==> src/rtl/lsu_pkg.sv <==
// Shared constants, FSM encoding and request decode helpers for the load/store unit.
package lsu_pkg;

  localparam logic [2:0] F3_B  = 3'b000;
  localparam logic [2:0] F3_H  = 3'b001;
  localparam logic [2:0] F3_W  = 3'b010;
  localparam logic [2:0] F3_BU = 3'b100;
  localparam logic [2:0] F3_HU = 3'b101;

  localparam logic MEM_RW_READ  = 1'b0;
  localparam logic MEM_RW_WRITE = 1'b1;

  typedef enum logic [2:0] {
    S_IDLE,
    S_RD_ISSUE,
    S_RD_WAIT,
    S_WRITE,
    S_RESP
  } state_e;

  // Unsigned stores (funct3[2]=1) do not exist in RV32I.
  function automatic logic f3_illegal(input logic we, input logic [2:0] f3);
    return (f3 == 3'b011) || (f3[2:1] == 2'b11) || (we && f3[2]);
  endfunction

  function automatic logic f3_misaligned(input logic [2:0] f3, input logic [1:0] lo);
    case (f3[1:0])
      2'b01:   return lo[0];
      2'b10:   return |lo;
      default: return 1'b0;
    endcase
  endfunction

endpackage

==> src/rtl/lsu_mem_ctrl_if.sv <==
// Request/response handshake plus DataMemory port of the load/store unit.
interface lsu_mem_ctrl_if #(
  parameter int unsigned ADDR_W = 32
) ();
  logic              REQ_VALID;
  logic              REQ_READY;
  logic              REQ_WE;
  logic [2:0]        REQ_FUNCT3;
  logic [ADDR_W-1:0] REQ_ADDR;
  logic [31:0]       REQ_WDATA;
  logic              RSP_VALID;
  logic [31:0]       RSP_RDATA;
  logic              RSP_ERR;
  logic              MEM_RW;
  logic              MEM_EN;
  logic [ADDR_W-1:0] MEM_ADDr;
  logic [31:0]       MEM_DIN;
  logic [31:0]       MEM_DOUT;

  modport master (
    output REQ_VALID, REQ_WE, REQ_FUNCT3, REQ_ADDR, REQ_WDATA,
    input  REQ_READY, RSP_VALID, RSP_RDATA, RSP_ERR
  );

  modport slave (
    input  REQ_VALID, REQ_WE, REQ_FUNCT3, REQ_ADDR, REQ_WDATA, MEM_DOUT,
    output REQ_READY, RSP_VALID, RSP_RDATA, RSP_ERR, MEM_RW, MEM_EN, MEM_ADDr, MEM_DIN
  );

  modport mem (
    input  MEM_RW, MEM_EN, MEM_ADDr, MEM_DIN,
    output MEM_DOUT
  );
endinterface

==> src/rtl/lsu_lane_align.sv <==
// Little-endian lane extract/extend for loads and lane merge for sub-word stores.
module lsu_lane_align
  import lsu_pkg::*;
(
  input  logic [2:0]  funct3,
  input  logic [1:0]  addr_lo,
  input  logic [31:0] word,
  input  logic [15:0] wdata,
  output logic [31:0] load_data,
  output logic [31:0] store_word
);
  logic [7:0]  b;
  logic [15:0] h;

  always_comb begin
    b = word[{addr_lo, 3'b000} +: 8];
    h = word[{addr_lo[1], 4'b0000} +: 16];
    case (funct3)
      F3_B:    load_data = {{24{b[7]}}, b};
      F3_H:    load_data = {{16{h[15]}}, h};
      F3_BU:   load_data = {24'h0, b};
      F3_HU:   load_data = {16'h0, h};
      default: load_data = word;
    endcase
  end

  always_comb begin
    store_word = word;
    case (funct3[1:0])
      2'b00:   store_word[{addr_lo, 3'b000} +: 8] = wdata[7:0];
      2'b01:   store_word[{addr_lo[1], 4'b0000} +: 16] = wdata;
      default: store_word = word;
    endcase
  end
endmodule

==> src/rtl/lsu_mem_ctrl.sv <==
// Load/store controller driving DataMemory, with read-modify-write for SB/SH.
// Optional macro LSU_MISALIGN_TRAP_EN: misaligned H/W accesses return ERR instead of aligning.
module lsu_mem_ctrl
  import lsu_pkg::*;
#(
  parameter int unsigned MEM_RD_LAT = 1,
  parameter int unsigned ADDR_W     = 32
) (
  input logic           CLK,
  input logic           RST,
  lsu_mem_ctrl_if.slave bus
);
  localparam logic [1:0] LastCnt = 2'(MEM_RD_LAT - 1);

  state_e            state_q;
  logic              we_q;
  logic [2:0]        f3_q;
  logic [1:0]        lane_q;
  logic [15:0]       wdata_q;
  logic [1:0]        cnt_q;
  logic [ADDR_W-1:0] addr_aligned;
  logic              reject;
  logic [31:0]       load_data;
  logic [31:0]       store_word;

  lsu_lane_align u_align (
    .funct3     (f3_q),
    .addr_lo    (lane_q),
    .word       (bus.MEM_DOUT),
    .wdata      (wdata_q),
    .load_data  (load_data),
    .store_word (store_word)
  );

  always_comb begin
    addr_aligned = bus.REQ_ADDR;
    case (bus.REQ_FUNCT3[1:0])
      2'b01:   addr_aligned[0] = 1'b0;
      2'b10:   addr_aligned[1:0] = 2'b00;
      default: addr_aligned = bus.REQ_ADDR;
    endcase
`ifdef LSU_MISALIGN_TRAP_EN
    reject = f3_illegal(bus.REQ_WE, bus.REQ_FUNCT3) ||
             f3_misaligned(bus.REQ_FUNCT3, bus.REQ_ADDR[1:0]);
`else
    reject = f3_illegal(bus.REQ_WE, bus.REQ_FUNCT3);
`endif
  end

  always_ff @(posedge CLK or posedge RST) begin
    if (RST) begin
      state_q       <= S_IDLE;
      we_q          <= 1'b0;
      f3_q          <= F3_W;
      lane_q        <= 2'b00;
      wdata_q       <= 16'h0;
      cnt_q         <= 2'b00;
      bus.REQ_READY <= 1'b1;
      bus.RSP_VALID <= 1'b0;
      bus.RSP_RDATA <= 32'h0;
      bus.RSP_ERR   <= 1'b0;
      bus.MEM_EN    <= 1'b0;
      bus.MEM_RW    <= MEM_RW_READ;
      bus.MEM_ADDr  <= '0;
      bus.MEM_DIN   <= 32'h0;
    end else begin
      case (state_q)
        S_IDLE: begin
          if (bus.REQ_VALID && bus.REQ_READY) begin
            we_q          <= bus.REQ_WE;
            f3_q          <= bus.REQ_FUNCT3;
            lane_q        <= addr_aligned[1:0];
            wdata_q       <= bus.REQ_WDATA[15:0];
            bus.REQ_READY <= 1'b0;
            if (reject) begin
              bus.RSP_VALID <= 1'b1;
              bus.RSP_ERR   <= 1'b1;
              state_q       <= S_RESP;
            end else begin
              bus.MEM_EN   <= 1'b1;
              bus.MEM_ADDr <= addr_aligned >> 2;
              if (bus.REQ_WE && bus.REQ_FUNCT3 == F3_W) begin
                bus.MEM_RW  <= MEM_RW_WRITE;
                bus.MEM_DIN <= bus.REQ_WDATA;
                state_q     <= S_WRITE;
              end else begin
                bus.MEM_RW <= MEM_RW_READ;
                state_q    <= S_RD_ISSUE;
              end
            end
          end
        end
        S_RD_ISSUE: begin
          bus.MEM_EN <= 1'b0;
          cnt_q      <= 2'b00;
          state_q    <= S_RD_WAIT;
        end
        S_RD_WAIT: begin
          if (cnt_q == LastCnt) begin
            if (we_q) begin
              bus.MEM_EN  <= 1'b1;
              bus.MEM_RW  <= MEM_RW_WRITE;
              bus.MEM_DIN <= store_word;
              state_q     <= S_WRITE;
            end else begin
              bus.RSP_VALID <= 1'b1;
              bus.RSP_ERR   <= 1'b0;
              bus.RSP_RDATA <= load_data;
              state_q       <= S_RESP;
            end
          end else begin
            cnt_q <= cnt_q + 2'd1;
          end
        end
        S_WRITE: begin
          bus.MEM_EN    <= 1'b0;
          bus.RSP_VALID <= 1'b1;
          bus.RSP_ERR   <= 1'b0;
          state_q       <= S_RESP;
        end
        S_RESP: begin
          bus.RSP_VALID <= 1'b0;
          bus.RSP_ERR   <= 1'b0;
          bus.REQ_READY <= 1'b1;
          state_q       <= S_IDLE;
        end
        default: state_q <= S_IDLE;
      endcase
    end
  end
endmodule

==> src/flat_wrapper.sv <==
// flat-port wrapper written by rule: the top's interface ports become plain ports
module lsu_mem_ctrl_flat import lsu_pkg::*;
#(
  parameter int unsigned MEM_RD_LAT = 1,
  parameter int unsigned ADDR_W     = 32
)
  (CLK, RST, bus_REQ_VALID, bus_REQ_WE, bus_REQ_FUNCT3, bus_REQ_ADDR, bus_REQ_WDATA, bus_MEM_DOUT, bus_REQ_READY, bus_RSP_VALID, bus_RSP_RDATA, bus_RSP_ERR, bus_MEM_RW, bus_MEM_EN, bus_MEM_ADDr, bus_MEM_DIN);
  lsu_mem_ctrl_if #(.ADDR_W(ADDR_W)) bus_i ();
  input logic CLK;
  input logic RST;
  input wire logic [$bits(bus_i.REQ_VALID)-1:0] bus_REQ_VALID;
  input wire logic [$bits(bus_i.REQ_WE)-1:0] bus_REQ_WE;
  input wire logic [$bits(bus_i.REQ_FUNCT3)-1:0] bus_REQ_FUNCT3;
  input wire logic [$bits(bus_i.REQ_ADDR)-1:0] bus_REQ_ADDR;
  input wire logic [$bits(bus_i.REQ_WDATA)-1:0] bus_REQ_WDATA;
  input wire logic [$bits(bus_i.MEM_DOUT)-1:0] bus_MEM_DOUT;
  output wire logic [$bits(bus_i.REQ_READY)-1:0] bus_REQ_READY;
  output wire logic [$bits(bus_i.RSP_VALID)-1:0] bus_RSP_VALID;
  output wire logic [$bits(bus_i.RSP_RDATA)-1:0] bus_RSP_RDATA;
  output wire logic [$bits(bus_i.RSP_ERR)-1:0] bus_RSP_ERR;
  output wire logic [$bits(bus_i.MEM_RW)-1:0] bus_MEM_RW;
  output wire logic [$bits(bus_i.MEM_EN)-1:0] bus_MEM_EN;
  output wire logic [$bits(bus_i.MEM_ADDr)-1:0] bus_MEM_ADDr;
  output wire logic [$bits(bus_i.MEM_DIN)-1:0] bus_MEM_DIN;
  assign bus_i.REQ_VALID = bus_REQ_VALID;
  assign bus_i.REQ_WE = bus_REQ_WE;
  assign bus_i.REQ_FUNCT3 = bus_REQ_FUNCT3;
  assign bus_i.REQ_ADDR = bus_REQ_ADDR;
  assign bus_i.REQ_WDATA = bus_REQ_WDATA;
  assign bus_i.MEM_DOUT = bus_MEM_DOUT;
  assign bus_REQ_READY = bus_i.REQ_READY;
  assign bus_RSP_VALID = bus_i.RSP_VALID;
  assign bus_RSP_RDATA = bus_i.RSP_RDATA;
  assign bus_RSP_ERR = bus_i.RSP_ERR;
  assign bus_MEM_RW = bus_i.MEM_RW;
  assign bus_MEM_EN = bus_i.MEM_EN;
  assign bus_MEM_ADDr = bus_i.MEM_ADDr;
  assign bus_MEM_DIN = bus_i.MEM_DIN;
  lsu_mem_ctrl #(.MEM_RD_LAT(MEM_RD_LAT), .ADDR_W(ADDR_W)) u_core (.CLK(CLK), .RST(RST), .bus(bus_i));
endmodule
==> config.mk <==
export PLATFORM = sky130hd
export DESIGN_NAME = lsu_mem_ctrl_flat
export DESIGN_NICKNAME = d
export VERILOG_FILES = /design/src/rtl/lsu_pkg.sv /design/src/rtl/lsu_mem_ctrl_if.sv /design/src/rtl/lsu_lane_align.sv /design/src/rtl/lsu_mem_ctrl.sv /design/src/flat_wrapper.sv
export SDC_FILE = /design/constraint.sdc
export NUM_CORES = 1
export LEC_CHECK = 0
export BUFFER_PORTS_ARGS = -buffer_cell sky130_fd_sc_hd__buf_2
export CAP_MARGIN = 20
export CORE_ASPECT_RATIO = 1.1
export CORE_MARGIN = 2
export CORE_UTILIZATION = 27
export CTS_BUF_LIST = sky130_fd_sc_hd__clkbuf_8
export DETAILED_ROUTE_END_ITERATION = 8
export PLACE_DENSITY_LB_ADDON = 0.25
export SYNTH_ARGS = -nofsm -noshare
export SYNTH_HDL_FRONTEND = slang
export SYNTH_SLANG_ARGS = --single-unit
==> constraint.sdc <==
create_clock -name CLK -period 3.4 [get_ports CLK]
set_input_delay 0.34 -clock CLK [delete_from_list [all_inputs] [get_ports CLK]]
set_output_delay 0.34 -clock CLK [all_outputs]
set_load 0.1 [all_outputs]
Word level (Yosys, flattened, before mapping)
Cells that the tools add are included.
{ "word_totals": {"reg_bits": 126, "in_bits": 103, "output_inout_bits": 101, "wordCells": 114} }
{ "op_classes": {"addsub": 3, "eq_ne": 21, "shifts": 6, "muxes": 39, "bitwise_logic": 2, "reduce_logical": 29} }
{ "op_table": {"columns": ["operator", "n"], "rows": [
  ["32-bit two-way mux", 5],
  ["32-bit case mux with 2 select lines", 2],
  ["32-bit case mux with 4 select lines", 1],
  ["32-bit bitwise mux", 2],
  ["16-bit by 7-bit variable shift with 32-bit output, first input constant", 1],
  ["8-bit by 7-bit variable shift with 32-bit output, first input constant", 1],
  ["16-bit by 7-bit variable part select with 32-bit output", 1],
  ["32-bit by 6-bit variable part select with 16-bit output", 1],
  ["32-bit by 6-bit variable part select with 8-bit output", 1],
  ["8-bit by 7-bit variable part select with 32-bit output", 1],
  ["5-bit AND reduction", 4],
  ["1-bit two-way mux", 16],
  ["5-bit negation with 7-bit output", 2],
  ["3-bit by 2-bit == test with 1-bit output, second input constant", 4],
  ["3-bit two-way mux", 4],
  ["3-bit case mux with 4 select lines", 1],
  ["2-bit by 1-bit != test with 1-bit output, second input constant", 5],
  ["3-bit == test, second input constant", 3],
  ["2-bit AND reduction", 4],
  ["3-bit by 1-bit == test with 1-bit output, second input constant", 2],
  ["3-bit zero test", 2],
  ["2-bit != test, second input constant", 3],
  ["1-bit case mux with 3 select lines", 2],
  ["3-bit AND reduction", 2],
  ["other kinds (16)", 30]
]} }

Depth between registers and ports, before layout
Gate-level depths: netlist (run 1).
{ "logic_depth": {"depth_word": 7, "depth_mapped": 9, "mapped_depth_nobuf": 6} }

Modules after synthesis
A second synthesis (run 1) with hierarchy kept.
{ "unflattened": {"hier_cells": 696, "area_unflattened_um2": 7275.7} }
{ "by_module_without_submodules": {"columns": ["mod", "instances", "cells_each", "area_per_inst_um2", "seq_area_each_um2"], "rows": [
  ["lsu_mem_ctrl", 1, 405, 5393.9, 3155.5],
  ["lsu_lane_align", 1, 291, 1881.8, 0.0]
]} }

Least setup slack after synthesis (run 1)
Ideal clock, no wire load.
{ "synth_path": {"kind": "register to register", "start": "register u_core.lane_q[1]", "end": "register u_core.bus.MEM_DIN[10]", "setup_time_ps": 69, "t_arrival_ps": 2366, "required_time_ps": 3331, "path_slack_ps": 965, "stages_incl_launch_ff": 10, "n_path_buf": 3, "synth_period_minus_slack_ps": 2435, "path_cell_list": "dfrtp_1 -> buf_2 -> clkinv_1 -> clkbuf_1 -> ha_1 -> nor4b_4 -> buf_2 -> nand3_1 -> a31oi_1 -> mux2_2"} }
{ "synth_between": {"elab_chain_cells": 7, "elab_cells_between_ends": 12, "cone_classes": "add/sub (2); shift (4); mux (6)"} }
{ "synth_lines": {"columns": ["item", "line_no", "text"], "rows": [
  ["start, declared", "lsu_mem_ctrl.sv:18", "logic [1:0] lane_q;"],
  ["start signal, assigned", "lsu_mem_ctrl.sv:72", "lane_q <= addr_aligned[1:0];"],
  ["5-bit negation with 7-bit output (on tied branches)", "lsu_lane_align.sv:31, lsu_lane_align.sv:30", null],
  ["16-bit by 7-bit variable part select with 32-bit output (tied with other cells)", "lsu_lane_align.sv:31", "2'b01: store_word[{addr_lo[1], 4'b0000} +: 16] = wdata;"],
  ["32-bit bitwise mux (on tied branches)", "lsu_lane_align.sv:31, lsu_lane_align.sv:30", null],
  ["32-bit case mux with 2 select lines *", "lsu_lane_align.sv:29", "case (funct3[1:0])"],
  ["32-bit two-way mux *", "lsu_mem_ctrl.sv:100", "if (we_q) begin"],
  ["32-bit two-way mux *", "lsu_mem_ctrl.sv:99", "if (cnt_q == LastCnt) begin"],
  ["32-bit case mux with 2 select lines *", "lsu_mem_ctrl.sv:67", "case (state_q)"],
  ["end signal, assigned", "lsu_mem_ctrl.sv:84", "bus.MEM_DIN <= bus.REQ_WDATA;"],
  ["end signal, assigned", "lsu_mem_ctrl.sv:103", "bus.MEM_DIN <= store_word;"],
  ["end, declared", "lsu_mem_ctrl_if.sv:27", "output REQ_READY, RSP_VALID, RSP_RDATA, RSP_ERR, MEM_RW, MEM_EN, MEM_ADDr, MEM_DIN"]
]} }
Every way passes the cells marked *; elsewhere a longest branch is shown, timed or not. The select of a mux whose other input is x is not followed.
A chain may end at the register's enable or synchronous reset.

Worst setup path in the final report (run 1)
{ "layout_path": {"start": "register u_core.lane_q[1]", "end": "register u_core.bus.MEM_DIN[25]"} }
The elaborated chain is that of the path after synthesis.

==> implementation parameters, run 1 <==
Parameter                              Value

STA
  Number of endpoints failing setup at the final stage    0
  Final Skew    0.01982 ns
  Final Hold Vio Count    0
  Final min period    2.508 ns
  Slew HR    39.04%
  Setup_tns    0 ns
  Achievable clock frequency    0.3987 GHz
  Unrepaired setup endpoints after global routing    false
  Final clock period utilization by the worst path    73.78%
  Transition time of the tightest slew-check pin    0.9143 ns
  Max-slew violation count    0

Die
  Placeable Area    26800 um2
  I/O pin total    204
  Full die area    28380 um2
  Die span in x    160.8 um
  FP Rows    63
  Initial standard-cell utilization of the core    27.25%
  Y dimension of the die    176.5 um

Clocking
  Quantity of gates resized following cts    0
  Number of hold buffers added after cts    1
  Clock root buffer    sky130_fd_sc_hd__clkbuf_8
  Number of levels in the clock H-tree    4
  CTS tree    yes
  Number of clock buffers inserted by TritonCTS    17
  Clock latency reported for the late side of the worst-skew pair    0.46 ns
  Clk sink count    126
  Post-CTS clock slew at the launch and capture registers of the worst setup and hold paths    0.10 ns
  Buffers from clock root to sink, at most    2
  Post-CTS setup buffer count    0

Setup path
  Maximum fanout encountered on the critical timing path    63
  Setup CP Type    register to register
  Worst Setup End Kind    register
  Category of the worst setup path launch point    register
  Required time worst endpoint    3.79 ns
  Worst endpoint data arrival time    2.90 ns

Synth
  Biggest area consumer among synthesized cells    sky130_fd_sc_hd__dfrtp_1
  Number of storage elements in the synthesis netlist    126
  Fraction of the yosys area taken by sequential cells    43.21%
  Count of warnings emitted by yosys    0
  Post-synth ARST share    100.0%
  Count of flip-flops with a built-in enable after synthesis    0
  Area of the mapped netlist    7303 um2
  Area fraction of the dominant cell type after synthesis    42.49%
  Dominant register cell in the synthesized netlist    sky130_fd_sc_hd__dfrtp_1
  Biggest area contributors in the synthesized netlist    sky130_fd_sc_hd__dfrtp_1 42%, sky130_fd_sc_hd__mux2_2 13%, sky130_fd_sc_hd__a21oi_1 4.4%
  Synthesized area per cell    9.869 um2
  Gate count after technology mapping    740
  Unique masters post-synth    57

Cells and area
  Area grow syn2layout    24.60%
  Share of final-layout standard cells stronger than drive strength 1    40.11%
  Area occupied by multi-input gates    3822 um2
  Area taken by flip-flops and latches    3157 um2
  Filler cell count in the final layout    2830
  Most frequent standard cell in the layout excluding fill and tap cells    sky130_fd_sc_hd__buf_2
  Final #Nets    1028
  Most frequent cells in the layout    201 x sky130_fd_sc_hd__buf_2, 123 x sky130_fd_sc_hd__dfrtp_1, 84 x sky130_fd_sc_hd__mux2_2

Global routing
  Total global-route track usage    17.85%
  Pin count of the biggest net entering global routing    66
  Global-route wire length before repair    38690 um
  Overall overflow remaining after global route    0
  Initial antenna violation count    1
  Via count of the first global-routing pass    6463

Routing
  Routed wirelength normalized by instance count    19.70 um
  Routed Antenna Nets    0
  Number of vias per cell    5.071
  First DRT Iteration DRCs    393
  Count of TritonRoute iterations in the first routing pass    5
  Number of vias after detailed routing    6537
  Post-Route WL    25390 um
  Post-route DRC violation count    0

Hold path
  Type of the worst min-delay path    input port to register

Placed design
  Placer congestion estimate    0.7870
  Detailed placer's ending HPWL    18350 um
  PortBufs    201

Run
  Max-cap check violation count    0

Outcome
  Outcome    finished clean
## path summary, 6_finish.rpt
check,from,endpoint,slack [ns],depth (start not counted)
max in group asynchronous,RST,u_core.f3_q[1],2.13,4
min in group asynchronous,RST,u_core.bus.RSP_RDATA[1],0.50,3
max,u_core.lane_q[1],u_core.bus.MEM_DIN[25],0.89,7
min reg2reg,u_core.bus.RSP_RDATA[2],u_core.bus.RSP_RDATA[2],0.49,2
max reg2reg,u_core.lane_q[1],u_core.bus.MEM_DIN[25],0.89,7
min,bus_REQ_ADDR[26],u_core.bus.MEM_ADDr[24],0.1,2
## synthesized netlist by cell type, types with 2 or more instances
cell type,instances
sky130_fd_sc_hd__dfrtp_1,124
sky130_fd_sc_hd__mux2_2,84
sky130_fd_sc_hd__a21oi_1,64
sky130_fd_sc_hd__nor2_1,55
sky130_fd_sc_hd__o21ai_0,51
sky130_fd_sc_hd__nand3_1,40
sky130_fd_sc_hd__clkbuf_1,33
sky130_fd_sc_hd__nand2_1,25
sky130_fd_sc_hd__or3b_2,23
sky130_fd_sc_hd__a21o_1,22
sky130_fd_sc_hd__buf_2,22
sky130_fd_sc_hd__a31oi_1,18
sky130_fd_sc_hd__nor2b_1,14
sky130_fd_sc_hd__a41oi_1,13
sky130_fd_sc_hd__inv_1,11
sky130_fd_sc_hd__nand3b_1,10
sky130_fd_sc_hd__a22o_1,9
sky130_fd_sc_hd__nor3b_1,9
sky130_fd_sc_hd__nor4bb_1,9
sky130_fd_sc_hd__and2_1,8
sky130_fd_sc_hd__ha_1,8
sky130_fd_sc_hd__o22a_1,8
sky130_fd_sc_hd__a211o_1,7
sky130_fd_sc_hd__and3b_1,7
sky130_fd_sc_hd__buf_1,6
sky130_fd_sc_hd__o2bb2ai_1,6
sky130_fd_sc_hd__or3_1,6
sky130_fd_sc_hd__nand2b_1,5
sky130_fd_sc_hd__a221oi_1,3
sky130_fd_sc_hd__a22oi_1,3
sky130_fd_sc_hd__a32o_1,3
sky130_fd_sc_hd__o22ai_1,3
sky130_fd_sc_hd__and3_1,2
sky130_fd_sc_hd__buf_4,2
sky130_fd_sc_hd__buf_6,2
sky130_fd_sc_hd__dfstp_2,2
sky130_fd_sc_hd__nor3_1,2
sky130_fd_sc_hd__o21bai_1,2
## routing by layer
layer  part of all wire, %  routed length (um)  track usage [%]
met4                   1.6                 407            4.985
met2                    48               12090            29.27
met3                   6.5                1650            4.816
met5                     0                   0                0
met1                    44               11250            23.24
## layout make-up
cell class	count	share of cell area, %
multi-input cells	538	42.00
flip-flops and latches	126	34.69
repair buffers	222	13.23
well taps	357	4.909
clock buffers	18	2.722
clock inverters	14	1.856
inverters	12	0.5362
diodes	2	0.05500
## worst max-delay path, stage by stage (launching register included)
cell                       delay (ns)
sky130_fd_sc_hd__dfrtp_1         0.36
sky130_fd_sc_hd__buf_4           0.49
sky130_fd_sc_hd__ha_1            0.42
sky130_fd_sc_hd__nor4bb_1        0.37
sky130_fd_sc_hd__buf_4           0.22
sky130_fd_sc_hd__nand3_1         0.10
sky130_fd_sc_hd__a41oi_1         0.27
sky130_fd_sc_hd__mux2_2          0.18
## flip-flops by register name (all words and copies together) (netlist names), 2 cells and up
| signal | cells |
|---|---|
| u_core.lane_q | 2 |
| u_core.f3_q | 3 |
| u_core.wdata_q | 16 |
| u_core.bus.MEM_ADDr | 30 |
| u_core.state_q | 3 |
| u_core.bus.MEM_DIN | 32 |
| u_core.cnt_q | 2 |
| u_core.bus.RSP_RDATA | 32 |
## logic make-up after synthesis
kind of cell	synth area share, %
and+or+nand+nor	18.01
other	0.05135
AOI/OAI and AO/OA	19.17
muxes	13.55
adders and majority gates	1.371
buffers and inverters	4.643
DFF	43.21
## metrics by stage
step	setup WS, ns	hold slack [ns]	util [%]	std cells	instance area (um2)
floorplan	0.9648	0.4498	-	741	7311
global placement	0.9467	0.4485	32.34	1254	8668
detailed placement	0.9857	0.4446	32.34	1254	8668
CTS	0.9590	0.06359	33.94	1287	9095
global route	0.7258	0.07356	33.94	1287	9095
finish	0.8916	0.09895	33.95	1289	9100
Power of run 1 is not shown: default switching activity piles up to over one toggle a cycle in this logic, so the estimate is an artifact.
==> run 2: changes to the inputs <==
- clock period: 3.4 -> 2.5 ns (I/O delays scaled with it)
==> implementation parameters, run 2 (synthesized netlist as in run 1, its figures left out) <==
Parameter                              Value

Die
  FP Rows    63 (unchanged)
  Full die area    28380 um2 (unchanged)
  Y dimension of the die    176.5 um (unchanged)
  Die span in x    160.8 um (unchanged)
  Placeable Area    26800 um2 (unchanged)
  I/O pin total    204 (unchanged)
  Initial standard-cell utilization of the core    27.25% (unchanged)

Routing
  Number of vias after detailed routing    6645 (was 6537)
  Post-route DRC violation count    0 (unchanged)
  Number of vias per cell    5.026 (was 5.071)
  First DRT Iteration DRCs    421 (was 393)
  Routed Antenna Nets    0 (unchanged)
  Count of TritonRoute iterations in the first routing pass    7 (was 5)
  Post-Route WL    25320 um (was 25390 um)
  Routed wirelength normalized by instance count    19.15 um (was 19.70 um)

STA
  Max-slew violation count    0 (unchanged)
  Achievable clock frequency    0.4516 GHz (was 0.3987 GHz)
  Final min period    2.214 ns (was 2.508 ns)
  Slew HR    39.62% (was 39.04%)
  Final Hold Vio Count    0 (unchanged)
  Setup_tns    0 ns (unchanged)
  Unrepaired setup endpoints after global routing    false (unchanged)
  Final clock period utilization by the worst path    88.58% (was 73.78%)
  Final Skew    0.02182 ns (was 0.01982 ns)
  Transition time of the tightest slew-check pin    0.9037 ns (was 0.9143 ns)
  Number of endpoints failing setup at the final stage    0 (unchanged)

Placed design
  Detailed placer's ending HPWL    18490 um (was 18350 um)
  PortBufs    201 (unchanged)
  Placed Instance Area    8851 um2 (was 8668 um2)
  Placer congestion estimate    0.8201 (was 0.7870)

Clocking
  CTS tree    yes (unchanged)
  Clk sink count    126 (unchanged)
  Buffers from clock root to sink, at most    2 (unchanged)
  Clock latency reported for the late side of the worst-skew pair    0.46 ns (about the same)
  Clock root buffer    sky130_fd_sc_hd__clkbuf_8 (unchanged)
  Number of levels in the clock H-tree    4 (unchanged)
  Post-CTS clock slew at the launch and capture registers of the worst setup and hold paths    0.10 ns (about the same)
  Quantity of gates resized following cts    0 (unchanged)
  Number of clock buffers inserted by TritonCTS    17 (unchanged)

Cells and area
  Final #Nets    1062 (was 1028)
  Filler cell count in the final layout    2798 (was 2830)
  Share of final-layout standard cells stronger than drive strength 1    40.35% (was 40.11%)
  Area grow syn2layout    29.24% (was 24.60%)
  Post-route design area    9439 um2 (was 9100 um2)
  Most frequent cells in the layout    201 x sky130_fd_sc_hd__buf_2, 123 x sky130_fd_sc_hd__dfrtp_1, 84 x sky130_fd_sc_hd__mux2_2 (unchanged)
  Largest registers    u_core.bus.MEM_DIN: 32 flops, u_core.bus.RSP_RDATA: 32 flops, u_core.bus.MEM_ADDr: 30 flops (unchanged)
  Most frequent standard cell in the layout excluding fill and tap cells    sky130_fd_sc_hd__buf_2 (unchanged)

Hold path
  Type of the worst min-delay path    input port to register (unchanged)

Setup path
  Required time worst endpoint    2.88 ns (was 3.79 ns)
  Worst Setup End Kind    register (unchanged)
  Worst endpoint data arrival time    2.59 ns (was 2.90 ns)
  Maximum fanout encountered on the critical timing path    63 (unchanged)
  Category of the worst setup path launch point    register (unchanged)
  Setup CP Type    register to register (unchanged)

Global routing
  Overall overflow remaining after global route    0 (unchanged)
  Via count of the first global-routing pass    6690 (was 6463)
  Initial antenna violation count    4 (was 1)
  Total global-route track usage    17.94% (was 17.85%)
  Global-route wire length before repair    39120 um (was 38690 um)
  Pin count of the biggest net entering global routing    64 (was 66)

Outcome
  Outcome    finished clean (unchanged)

Run
  Max-cap check violation count    0 (unchanged)
==> run 2: changes by cell type in the layout (fill, tap and decap cells not counted) <==
cell / delta
sky130_fd_sc_hd__diode_2: -1
sky130_fd_sc_hd__buf_4: +11
sky130_fd_sc_hd__dlygate4sd3_1: +18
sky130_fd_sc_hd__clkinvlp_4: +2
sky130_fd_sc_hd__clkinv_4: +1
sky130_fd_sc_hd__buf_12: +5
sky130_fd_sc_hd__inv_8: +1
sky130_fd_sc_hd__bufinv_16: -1
sky130_fd_sc_hd__inv_6: -3
==> run 2: final cells by class <==
class | instances | area, um2 | share of cell area [%]
diodes | 1 | 2.502 | 0.02651
clock buffers | 18 | 247.7 | 2.625
clock inverters | 14 | 147.6 | 1.564
inverters | 12 | 48.80 | 0.5170
multi-input cells | 538 | 3822 | 40.50
flip-flops and latches | 126 | 3157 | 33.44
well taps | 357 | 446.7 | 4.732
repair buffers | 256 | 1567 | 16.60
==> run 2: layer usage <==
metal | global-route usage, % | share of wire [%] | vias to the layer above
li1 | - | - | 3142
met4 | 5.990 | 2.5 | 6
met5 | 0 | 0.14 | -
met3 | 5.074 | 6.9 | 40
met1 | 22.90 | 43 | 3204
met2 | 29.35 | 47 | 253
==> run 2: critical path, cell delays in order (launching register included) <==
cell	delay, ns
sky130_fd_sc_hd__dfrtp_1	0.40
sky130_fd_sc_hd__buf_12	0.26
sky130_fd_sc_hd__ha_1	0.37
sky130_fd_sc_hd__nor4bb_1	0.36
sky130_fd_sc_hd__buf_4	0.22
sky130_fd_sc_hd__nand3_1	0.08
sky130_fd_sc_hd__a41oi_1	0.24
sky130_fd_sc_hd__mux2_2	0.18
==> run 2: path summary, 6_finish.rpt <==
check	start	end	slack, ns	depth (start not counted)
min in group asynchronous	RST	u_core.bus.MEM_RW	0.54	3
worst min-delay path	bus_REQ_ADDR[7]	u_core.bus.MEM_ADDr[5]	0.03	2
worst min register to register	u_core.bus.RSP_RDATA[4]	u_core.bus.RSP_RDATA[4]	0.48	2
max in group asynchronous	RST	u_core.bus.REQ_READY	1.25	4
worst max-delay path	u_core.lane_q[1]	u_core.bus.MEM_DIN[30]	0.29	7
worst max register to register	u_core.lane_q[1]	u_core.bus.MEM_DIN[30]	0.29	7
==> run 2: timing repair <==
action / 4_1_cts / 5_1_grt
buffers inserted: 0 / 0
endpoints found under the hold margin: 23 / 3
hold buffers: 16 / 3
==> run 2: per-stage QoR <==
step / utilization (%) / instances / hold slack (ns) / worst slack [ns]
after floorplan: - / 741 / 0.3817 / 0.06482
after global routing: 35.21 / 1321 / 0.001103 / 0.1442
after global placement: 33.03 / 1270 / 0.4602 / 0.3543
final: 35.22 / 1322 / 0.02951 / 0.2855
after detailed placement: 33.03 / 1270 / 0.4671 / 0.3793
after CTS: 35.10 / 1318 / 0.002219 / 0.3298
Power of run 2 is left out for the same reason.
==> run 3: changes to the inputs <==
- clock period: 2.5 -> 2.63 ns (I/O delays scaled with it)
==> implementation parameters, run 3 (synthesized netlist as in run 1, its figures left out) <==
Parameter                              Value

Routing
  Post-Route WL    25830 um (was 25320 um)
  Routed Antenna Nets    0 (unchanged)
  Routed wirelength normalized by instance count    19.86 um (was 19.15 um)
  Number of vias after detailed routing    6542 (was 6645)
  First DRT Iteration DRCs    427 (was 421)
  Count of TritonRoute iterations in the first routing pass    5 (was 7)
  Post-route DRC violation count    0 (unchanged)
  Number of vias per cell    5.028 (was 5.026)

Die
  I/O pin total    204 (unchanged)
  Initial standard-cell utilization of the core    27.25% (unchanged)
  Full die area    28380 um2 (unchanged)
  Y dimension of the die    176.5 um (unchanged)
  Die span in x    160.8 um (unchanged)
  FP Rows    63 (unchanged)
  Placeable Area    26800 um2 (unchanged)

Placed design
  Detailed placer's ending HPWL    18730 um (was 18490 um)
  PortBufs    201 (unchanged)
  Placer congestion estimate    0.8245 (was 0.8201)
  Placed Instance Area    8748 um2 (was 8851 um2)

STA
  Achievable clock frequency    0.4422 GHz (was 0.4516 GHz)
  Unrepaired setup endpoints after global routing    false (unchanged)
  Max-slew violation count    0 (unchanged)
  Setup_tns    0 ns (unchanged)
  Final min period    2.262 ns (was 2.214 ns)
  Final clock period utilization by the worst path    85.99% (was 88.58%)
  Slew HR    37.58% (was 39.62%)
  Number of endpoints failing setup at the final stage    0 (unchanged)
  Final Hold Vio Count    0 (unchanged)
  Final Hold Slack    0.03013 ns (was 0.02951 ns)
  Transition time of the tightest slew-check pin    0.9363 ns (was 0.9037 ns)
  Final Skew    0.01822 ns (was 0.02182 ns)

Global routing
  Pin count of the biggest net entering global routing    44 (was 64)
  Initial antenna violation count    4 (unchanged)
  Global-route wire length before repair    39330 um (was 39120 um)
  Met3 GRT Util    4.792% (was 5.074%)
  Grt met2 use    29.65% (was 29.35%)
  Layer with the highest usage after global routing    met2 (unchanged)
  Overall overflow remaining after global route    0 (unchanged)
  Met1 capacity usage during global routing    23.64% (was 22.90%)
  Via count of the first global-routing pass    6603 (was 6690)
  Total global-route track usage    18.17% (was 17.94%)

Cells and area
  Most frequent cells in the layout    201 x sky130_fd_sc_hd__buf_2, 123 x sky130_fd_sc_hd__dfrtp_1, 84 x sky130_fd_sc_hd__mux2_2 (unchanged)
  Area grow syn2layout    25.97% (was 29.24%)
  Share of final-layout standard cells stronger than drive strength 1    40.55% (was 40.35%)
  Core Util, Final    34.33% (was 35.22%)
  Post-route design area    9200 um2 (was 9439 um2)
  Largest registers    u_core.bus.MEM_DIN: 32 flops, u_core.bus.RSP_RDATA: 32 flops, u_core.bus.MEM_ADDr: 30 flops (unchanged)
  Final #Nets    1040 (was 1062)
  Most frequent standard cell in the layout excluding fill and tap cells    sky130_fd_sc_hd__buf_2 (unchanged)

Hold path
  Type of the worst min-delay path    input port to register (unchanged)
  Hold Path Cell Cnt    2 (unchanged)

Setup path
  Category of the worst setup path launch point    register (unchanged)
  Cells on worst reg2reg path    7 (unchanged)
  Maximum fanout encountered on the critical timing path    39 (was 63)
  Setup CP Type    register to register (unchanged)
  Required time worst endpoint    3.02 ns (was 2.88 ns)
  Worst Setup End Kind    register (unchanged)
  Worst endpoint data arrival time    2.65 ns (was 2.59 ns)

Clocking
  Clock latency reported for the late side of the worst-skew pair    0.46 ns (about the same)
  Quantity of gates resized following cts    0 (unchanged)
  Clk sink count    126 (unchanged)
  CTS tree    yes (unchanged)
  Number of clock buffers inserted by TritonCTS    17 (unchanged)
  Buffers from clock root to sink, at most    2 (unchanged)
  Number of levels in the clock H-tree    4 (unchanged)
  Post-CTS clock slew at the launch and capture registers of the worst setup and hold paths    0.10 ns (about the same)
  Clock root buffer    sky130_fd_sc_hd__clkbuf_8 (unchanged)

Run
  Max-cap check violation count    0 (unchanged)

Outcome
  Outcome    finished clean (unchanged)
[run 3: cell types whose count changed in the layout (fill, tap and decap cells not counted), sizes merged]
cell	change
dlygate4sd3	-15
buf	-7
inv	+2
bufinv	+1
clkbuf	-1
clkinv	-1
clkinvlp	-1
diode	+1
[run 3: layer usage]
layer  part of all wire (%)  vias up  routed length, um
met3                    5.8       37               1501
met5                  0.081        -                 21
met1                     45     3200              11550
met2                     47      212              12230
met4                    2.0        4                526
li1                       -     3089                  -
[run 3: layout make-up]
cell class                 count  area, um2
antenna                        2      5.005
clock buffer                  17      234.0
clock inverter                15      172.7
fill                        2847      17600
inverter                      12      48.80
multi-input combinational    538       3822
sequential                   126       3157
tap                          357      446.7
timing repair buffer         234       1314
[run 3: per-stage QoR]
step,cells,setup slack [ns]
finish,1301,0.3684
global route,1299,0.1978
CTS,1296,0.3859
detailed placement,1263,0.4427
global placement,1263,0.4882
floorplan,741,0.1948
[run 3: what timing repair did]
item / 4_1_cts / 5_1_grt
hold buffers: 1 / 3
buffers inserted: 0 / 0
hold endpoints to repair: 2 / 3
setup endpoints to repair: 0 / 0
[run 3: path summary, 6_finish.rpt]
kind,start,end,slack (ns)
setup / recovery,u_core.lane_q[1],u_core.bus.MEM_DIN[26],0.37
hold / removal,bus_REQ_ADDR[19],u_core.bus.MEM_ADDr[17],0.03
setup reg to reg,u_core.lane_q[1],u_core.bus.MEM_DIN[26],0.37
hold reg to reg,u_core.bus.RSP_RDATA[6],u_core.bus.RSP_RDATA[6],0.48
max in group asynchronous,RST,u_core.bus.MEM_DIN[30],1.30
min in group asynchronous,RST,u_core.wdata_q[2],0.52
[run 3: worst max-delay path, cell delays in order, from the launching register on]
cell and delay [ns]:
sky130_fd_sc_hd__dfrtp_1 0.36, sky130_fd_sc_hd__buf_4 0.35, sky130_fd_sc_hd__ha_1 0.38, sky130_fd_sc_hd__nor4bb_1 0.38, sky130_fd_sc_hd__buf_4 0.24, sky130_fd_sc_hd__nand3_1 0.08, sky130_fd_sc_hd__a41oi_1 0.23, sky130_fd_sc_hd__mux2_2 0.17
Power of run 3 is left out for the same reason.
